--- config.mk ---
export PLATFORM = sky130hd
export DESIGN_NAME = tdm_demux_1_4_flat
export DESIGN_NICKNAME = d
export VERILOG_FILES = /design/src/rtl/tdm_demux_1_4_if.sv /design/src/rtl/tdm_demux_1_4.sv /design/src/flat_wrapper.sv
export SDC_FILE = /design/constraint.sdc
export NUM_CORES = 1
export LEC_CHECK = 0
export BUFFER_PORTS_ARGS = -buffer_cell sky130_fd_sc_hd__buf_2
export CORE_UTILIZATION = 42
export DETAILED_ROUTE_END_ITERATION = 16
export MAX_ROUTING_LAYER = met4
export SYNTH_ARGS = -nofsm -noshare
export SYNTH_HDL_FRONTEND = slang
export SYNTH_SLANG_ARGS = --single-unit
export TNS_END_PERCENT = 30
--- constraint.sdc ---
create_clock -name clk -period 3 [get_ports clk]
set_input_delay 0.45 -clock clk [delete_from_list [all_inputs] [get_ports clk]]
set_output_delay 0.45 -clock clk [all_outputs]
set_load 0.005 [all_outputs]
--- src/rtl/tdm_demux_1_4_if.sv ---
// Slot-stream input and frame-word output of the 1:4 TDM demux.
// The slave modport is the demux's view of the bus and the master modport is the peer's view.
interface tdm_demux_1_4_if #(
    parameter int W = 1
);
    logic           in_valid;
    logic [W-1:0]   in_data;
    logic           in_sof;
    logic [4*W-1:0] out_data;
    logic           out_valid;
    logic           out_ready;

    modport master (
        output in_valid, in_data, in_sof, out_ready,
        input  out_data, out_valid
    );

    modport slave (
        input  in_valid, in_data, in_sof, out_ready,
        output out_data, out_valid
    );
endinterface

--- src/rtl/tdm_demux_1_4.sv ---
// 1:4 TDM demultiplexer. It aligns to a start-of-frame marker, gathers four slots into
// one frame word and presents that word through a valid/ready output register.
module tdm_demux_1_4 #(
    parameter int W = 1
) (
    input  logic            clk,
    input  logic            rst_n,
    tdm_demux_1_4_if.slave  bus,
    output logic            locked,
    output logic            sync_err,
    output logic            overflow,
    input  logic            ovf_clr
);
    typedef enum logic {HUNT = 1'b0, LOCKED = 1'b1} state_t;

    state_t         r_state, w_next_state;
    logic [1:0]     r_slot, w_slot_next;
    logic [3*W-1:0] r_asm, w_asm_next;
    logic [4*W-1:0] r_out_data, w_frame;
    logic           r_out_valid, r_sync_err, r_overflow;
    logic           w_store, w_err, w_complete, w_accept, w_load, w_drop;
    logic [1:0]     w_lane;

    // NOTE: sequential state is updated with <= so every flop samples pre-edge values.
    always_ff @(posedge clk or negedge rst_n) begin
        if (!rst_n) begin
            r_state <= HUNT;
            r_slot  <= 2'd0;
        end else begin
            r_state <= w_next_state;
            r_slot  <= w_slot_next;
        end
    end

    // NOTE: every combinational output gets a default first, so no path can infer a latch.
    always_comb begin
        w_next_state = r_state;
        w_slot_next  = r_slot;
        if (bus.in_valid) begin
            case (r_state)
                HUNT: if (bus.in_sof) begin
                    w_next_state = LOCKED;
                    w_slot_next  = 2'd1;
                end
                LOCKED: begin
                    if (bus.in_sof) begin
                        w_slot_next = 2'd1;
                    end else if (r_slot == 2'd0) begin
                        w_next_state = HUNT;
                        w_slot_next  = 2'd0;
                    end else begin
                        w_slot_next = r_slot + 2'd1;
                    end
                end
                default: w_next_state = HUNT;
            endcase
        end
    end

    // A SOF beat always restarts the frame at lane 0. A missing SOF at slot 0 drops the beat.
    always_comb begin
        w_store    = 1'b0;
        w_lane     = 2'd0;
        w_err      = 1'b0;
        w_complete = 1'b0;
        if (bus.in_valid) begin
            case (r_state)
                HUNT: w_store = bus.in_sof;
                LOCKED: begin
                    if (bus.in_sof) begin
                        w_store = 1'b1;
                        w_err   = (r_slot != 2'd0);
                    end else if (r_slot == 2'd0) begin
                        w_err = 1'b1;
                    end else begin
                        w_store    = 1'b1;
                        w_lane     = r_slot;
                        w_complete = (r_slot == 2'd3);
                    end
                end
                default: ;
            endcase
        end
    end

    // Lane 3 never lands in the assembly register; it goes straight into the frame word.
    always_comb begin
        w_asm_next = r_asm;
        if (w_err && bus.in_sof) w_asm_next = '0;
        for (int i = 0; i < 3; i++) begin
            if (w_store && (w_lane == 2'(i))) w_asm_next[i*W +: W] = bus.in_data;
        end
    end

    assign w_frame  = {bus.in_data, r_asm};
    assign w_accept = r_out_valid & bus.out_ready;
    assign w_load   = w_complete & (~r_out_valid | w_accept);
    assign w_drop   = w_complete & ~w_load;

    always_ff @(posedge clk or negedge rst_n) begin
        if (!rst_n) begin
            r_asm       <= '0;
            r_out_data  <= '0;
            r_out_valid <= 1'b0;
            r_sync_err  <= 1'b0;
            r_overflow  <= 1'b0;
        end else begin
            r_asm      <= w_asm_next;
            r_sync_err <= w_err;
            if (w_load) begin
                r_out_data  <= w_frame;
                r_out_valid <= 1'b1;
            end else if (w_accept) begin
                r_out_valid <= 1'b0;
            end
            // A new drop wins over a clear in the same cycle.
            if (w_drop)       r_overflow <= 1'b1;
            else if (ovf_clr) r_overflow <= 1'b0;
        end
    end

    assign bus.out_data  = r_out_data;
    assign bus.out_valid = r_out_valid;
    assign locked        = (r_state == LOCKED);
    assign sync_err      = r_sync_err;
    assign overflow      = r_overflow;
endmodule

--- src/flat_wrapper.sv ---
// flat-port wrapper written by rule: the top's interface ports become plain ports
module tdm_demux_1_4_flat 
#(
    parameter int W = 1
)
  (clk, rst_n, locked, sync_err, overflow, ovf_clr, bus_in_valid, bus_in_data, bus_in_sof, bus_out_ready, bus_out_data, bus_out_valid);
  tdm_demux_1_4_if #(.W(W)) bus_i ();
  input  logic clk;
  input  logic rst_n;
  output logic locked;
  output logic sync_err;
  output logic overflow;
  input  logic ovf_clr;
  input wire logic [$bits(bus_i.in_valid)-1:0] bus_in_valid;
  input wire logic [$bits(bus_i.in_data)-1:0] bus_in_data;
  input wire logic [$bits(bus_i.in_sof)-1:0] bus_in_sof;
  input wire logic [$bits(bus_i.out_ready)-1:0] bus_out_ready;
  output wire logic [$bits(bus_i.out_data)-1:0] bus_out_data;
  output wire logic [$bits(bus_i.out_valid)-1:0] bus_out_valid;
  assign bus_i.in_valid = bus_in_valid;
  assign bus_i.in_data = bus_in_data;
  assign bus_i.in_sof = bus_in_sof;
  assign bus_i.out_ready = bus_out_ready;
  assign bus_out_data = bus_i.out_data;
  assign bus_out_valid = bus_i.out_valid;
  tdm_demux_1_4 #(.W(W)) u_core (.clk(clk), .rst_n(rst_n), .bus(bus_i), .locked(locked), .sync_err(sync_err), .overflow(overflow), .ovf_clr(ovf_clr));
endmodule
==> flow_summary.toml <==
[final_layout]
antennaDiodeCount = 0
synthToLayoutAreaGrowth_pct = 15.18
final_cell_mix = "14 x buf_2, 13 x dfrtp_1, 7 x nand2_1"
layout_commonest_cell = "buf_2"
fin_nets = 87
drive_above_1_share_pct = 34.67

[logic_synthesis]
yosys_most_used_dff = "dfrtp_1"
yosys_warnings = 0
syn-cell-area_um2 = 659.4
ys_ff_latch = 13
async_reset_ff_share_pct = 100.0
synth_cell_types = 21
synth_area_per_cell_um2 = 11.18
ys_seq_area_share_pct = 49.34
syn_nets = 70
netlist_instances = 59
synth_edf_count = 0

[sta]
tightest_slew_ns = 0.4015
setup_tns_ns = 0
holdWs_ns = 0.04517
maxSlewHeadroom_pct = 73.23
fin_crit_ns = 1.679
setup_viol = 0
skew_ns = 0.003051
slew_violations = 0
clock.fmax_ghz = 0.5955
rsz0062_at_grt = "false"
hold_viol = 0
period_share_pct = 55.98

[power]
vdd_drop_max_mv = 0.3896
leakagePower_nw = 0.4046
p_per_area_nw_per_um2 = 784.7

[status]
run_status = "finished, final reports clean"

[clock_network]
post-cts-setup-buffers = 0
htreeDepth = 1
cts_resized = 0
cts_buffers = 3
cts_sinks = 13
cts_tree = "built"
clk_latency_ns = 0.27
clock_path_buffers = 2
clk_pin_slew_worst_paths_ns = 0.08
ctsHoldBuffers = 0
clock-root-buffer = "clkbuf_4"

[detailed_routing]
wirelength_mm = 1.094
drc = 0
drt_pass1_iterations = 3
ant_nets = 0
wl_per_cell_um = 12.16
drt_iter0_drc = 3
vias = 458
drt-vias-per-instance = 5.089

[floorplan]
die_h_um = 41.62
fp.dieW_um = 41.62
die_area_um2 = 1732
initial_core_util_pct = 47.69
row_count = 13
core_area_um2 = 1383
io_pins = 15

[setup_path]
crit_path_end_kind = "flip-flop"
r2r_start = "u_core.r_slot[0]$_DFFE_PN0P_"
path_max_fanout = 6
reg2reg_depth = 6
reg2reg_slack_ns = 1.32
cp_data_required_time_ns = 3.16
cp_data_arrival_time_ns = 1.84
critPathLaunchType = "flip-flop"
critPathKind = "flip-flop to flip-flop"
r2r-end = "u_core.r_asm[1]$_DFFE_PN0P_"

[global_route]
grt_max_degree = 14
antenna_found_initial = 0
grt_use_total_pct = 16.13
grt_pass1_vias = 452
grt.overflow.total = 0
grt_pass1_wl_mm = 2.028

[placed_design]
place_congestion = 0.8530
dp_hpwl_um = 826
io_buffers = 14

[worst_hold_path]
hold_path.class = "input pin to async pin"

[run]
max_cap_violations = 0
through the flow:
step / cell area (um^2) / setup WS, ns / utilization, % / cells / total power [W]
global route: 759.5 / 1.203 / 54.93 / 90 / 0.0006519
floorplan: 659.4 / 1.433 / - / 59 / 0.0004275
detailed placement: 733.2 / 1.336 / 53.03 / 86 / 0.0004923
CTS: 759.5 / 1.306 / 54.93 / 90 / 0.0006041
finish: 759.5 / 1.321 / 54.93 / 90 / 0.0005960
global placement: 733.2 / 1.374 / 53.03 / 86 / 0.0004909
registers in the layout (all words and copies together), names as in the netlist:
signal / count
u_core.bus.out_data: 4
u_core.r_asm: 3
u_core.r_slot: 2
u_core.bus.out_valid: 1
u_core.locked: 1
u_core.overflow: 1
u_core.sync_err: 1
Yosys cell counts (2+ instances only):
library cell  instances  area share, %
dfrtp_1              13             49
nand2_1               7            4.0
ha_1                  4            7.6
inv_1                 4            2.3
mux2_2                4            6.8
nor2_1                4            2.3
mux2i_1               3            4.6
a21oi_1               2            1.5
a31oi_1               2            1.9
buf_4                 2            2.3
nand2b_1              2            1.9
nand3_1               2            1.5
o22ai_1               2            1.9
area by class of cell:
| class | count | area (um^2) |
|---|---|---|
| Sequential cell | 13 | 325.3 |
| Multi-Input combinational cell | 39 | 300.3 |
| Tap cell | 15 | 18.77 |
| Clock buffer | 4 | 26.28 |
| Inverter | 5 | 18.77 |
| Fill cell | 123 | 623.1 |
| Timing Repair Buffer | 14 | 70.07 |
report_power, final:
| part | switching [W] | leakage, nW | internal (W) |
|---|---|---|---|
| registers | 0.0000518 | 0.165 | 0.000237 |
| clock network | 0.0000566 | 0.0150 | 0.0000515 |
| logic | 0.0000968 | 0.224 | 0.000102 |
| total | 0.000205 | 0.405 | 0.000391 |
critical path: stages (launching register included):
cell     delay, ns
dfrtp_1       0.43
inv_1         0.10
ha_1          0.22
ha_1          0.29
or3_4         0.38
nand2_1       0.09
mux2i_1       0.07
layer usage:
layer	routed length (um)	global-route usage (%)
met5	0	-
met4	28	7.742
met3	44	2.609
met1	566	22.82
met2	454	22.50
logic make-up after synthesis:
group	share of synthesized area [%]
mux	11.38
compound gates	7.399
buf+inv	5.121
fa+ha+maj	7.590
flops	49.34
simple gates	19.16
worst max path at each step:
stage	start	end	slack (ns)	cells past startpoint
floorplan	u_core.r_slot[0]$_DFFE_PN0P_	u_core.r_asm[1]$_DFFE_PN0P_	1.43	6
global placement	u_core.r_slot[0]$_DFFE_PN0P_	u_core.r_asm[1]$_DFFE_PN0P_	1.37	6
detailed placement	u_core.r_slot[0]$_DFFE_PN0P_	u_core.r_asm[1]$_DFFE_PN0P_	1.34	6
CTS	u_core.r_slot[0]$_DFFE_PN0P_	u_core.r_asm[1]$_DFFE_PN0P_	1.31	6
global route	u_core.r_slot[0]$_DFFE_PN0P_	u_core.r_asm[1]$_DFFE_PN0P_	1.20	6
finish	u_core.r_slot[0]$_DFFE_PN0P_	u_core.r_asm[1]$_DFFE_PN0P_	1.32	6
Note: power is estimated with default switching activity, not from simulation.
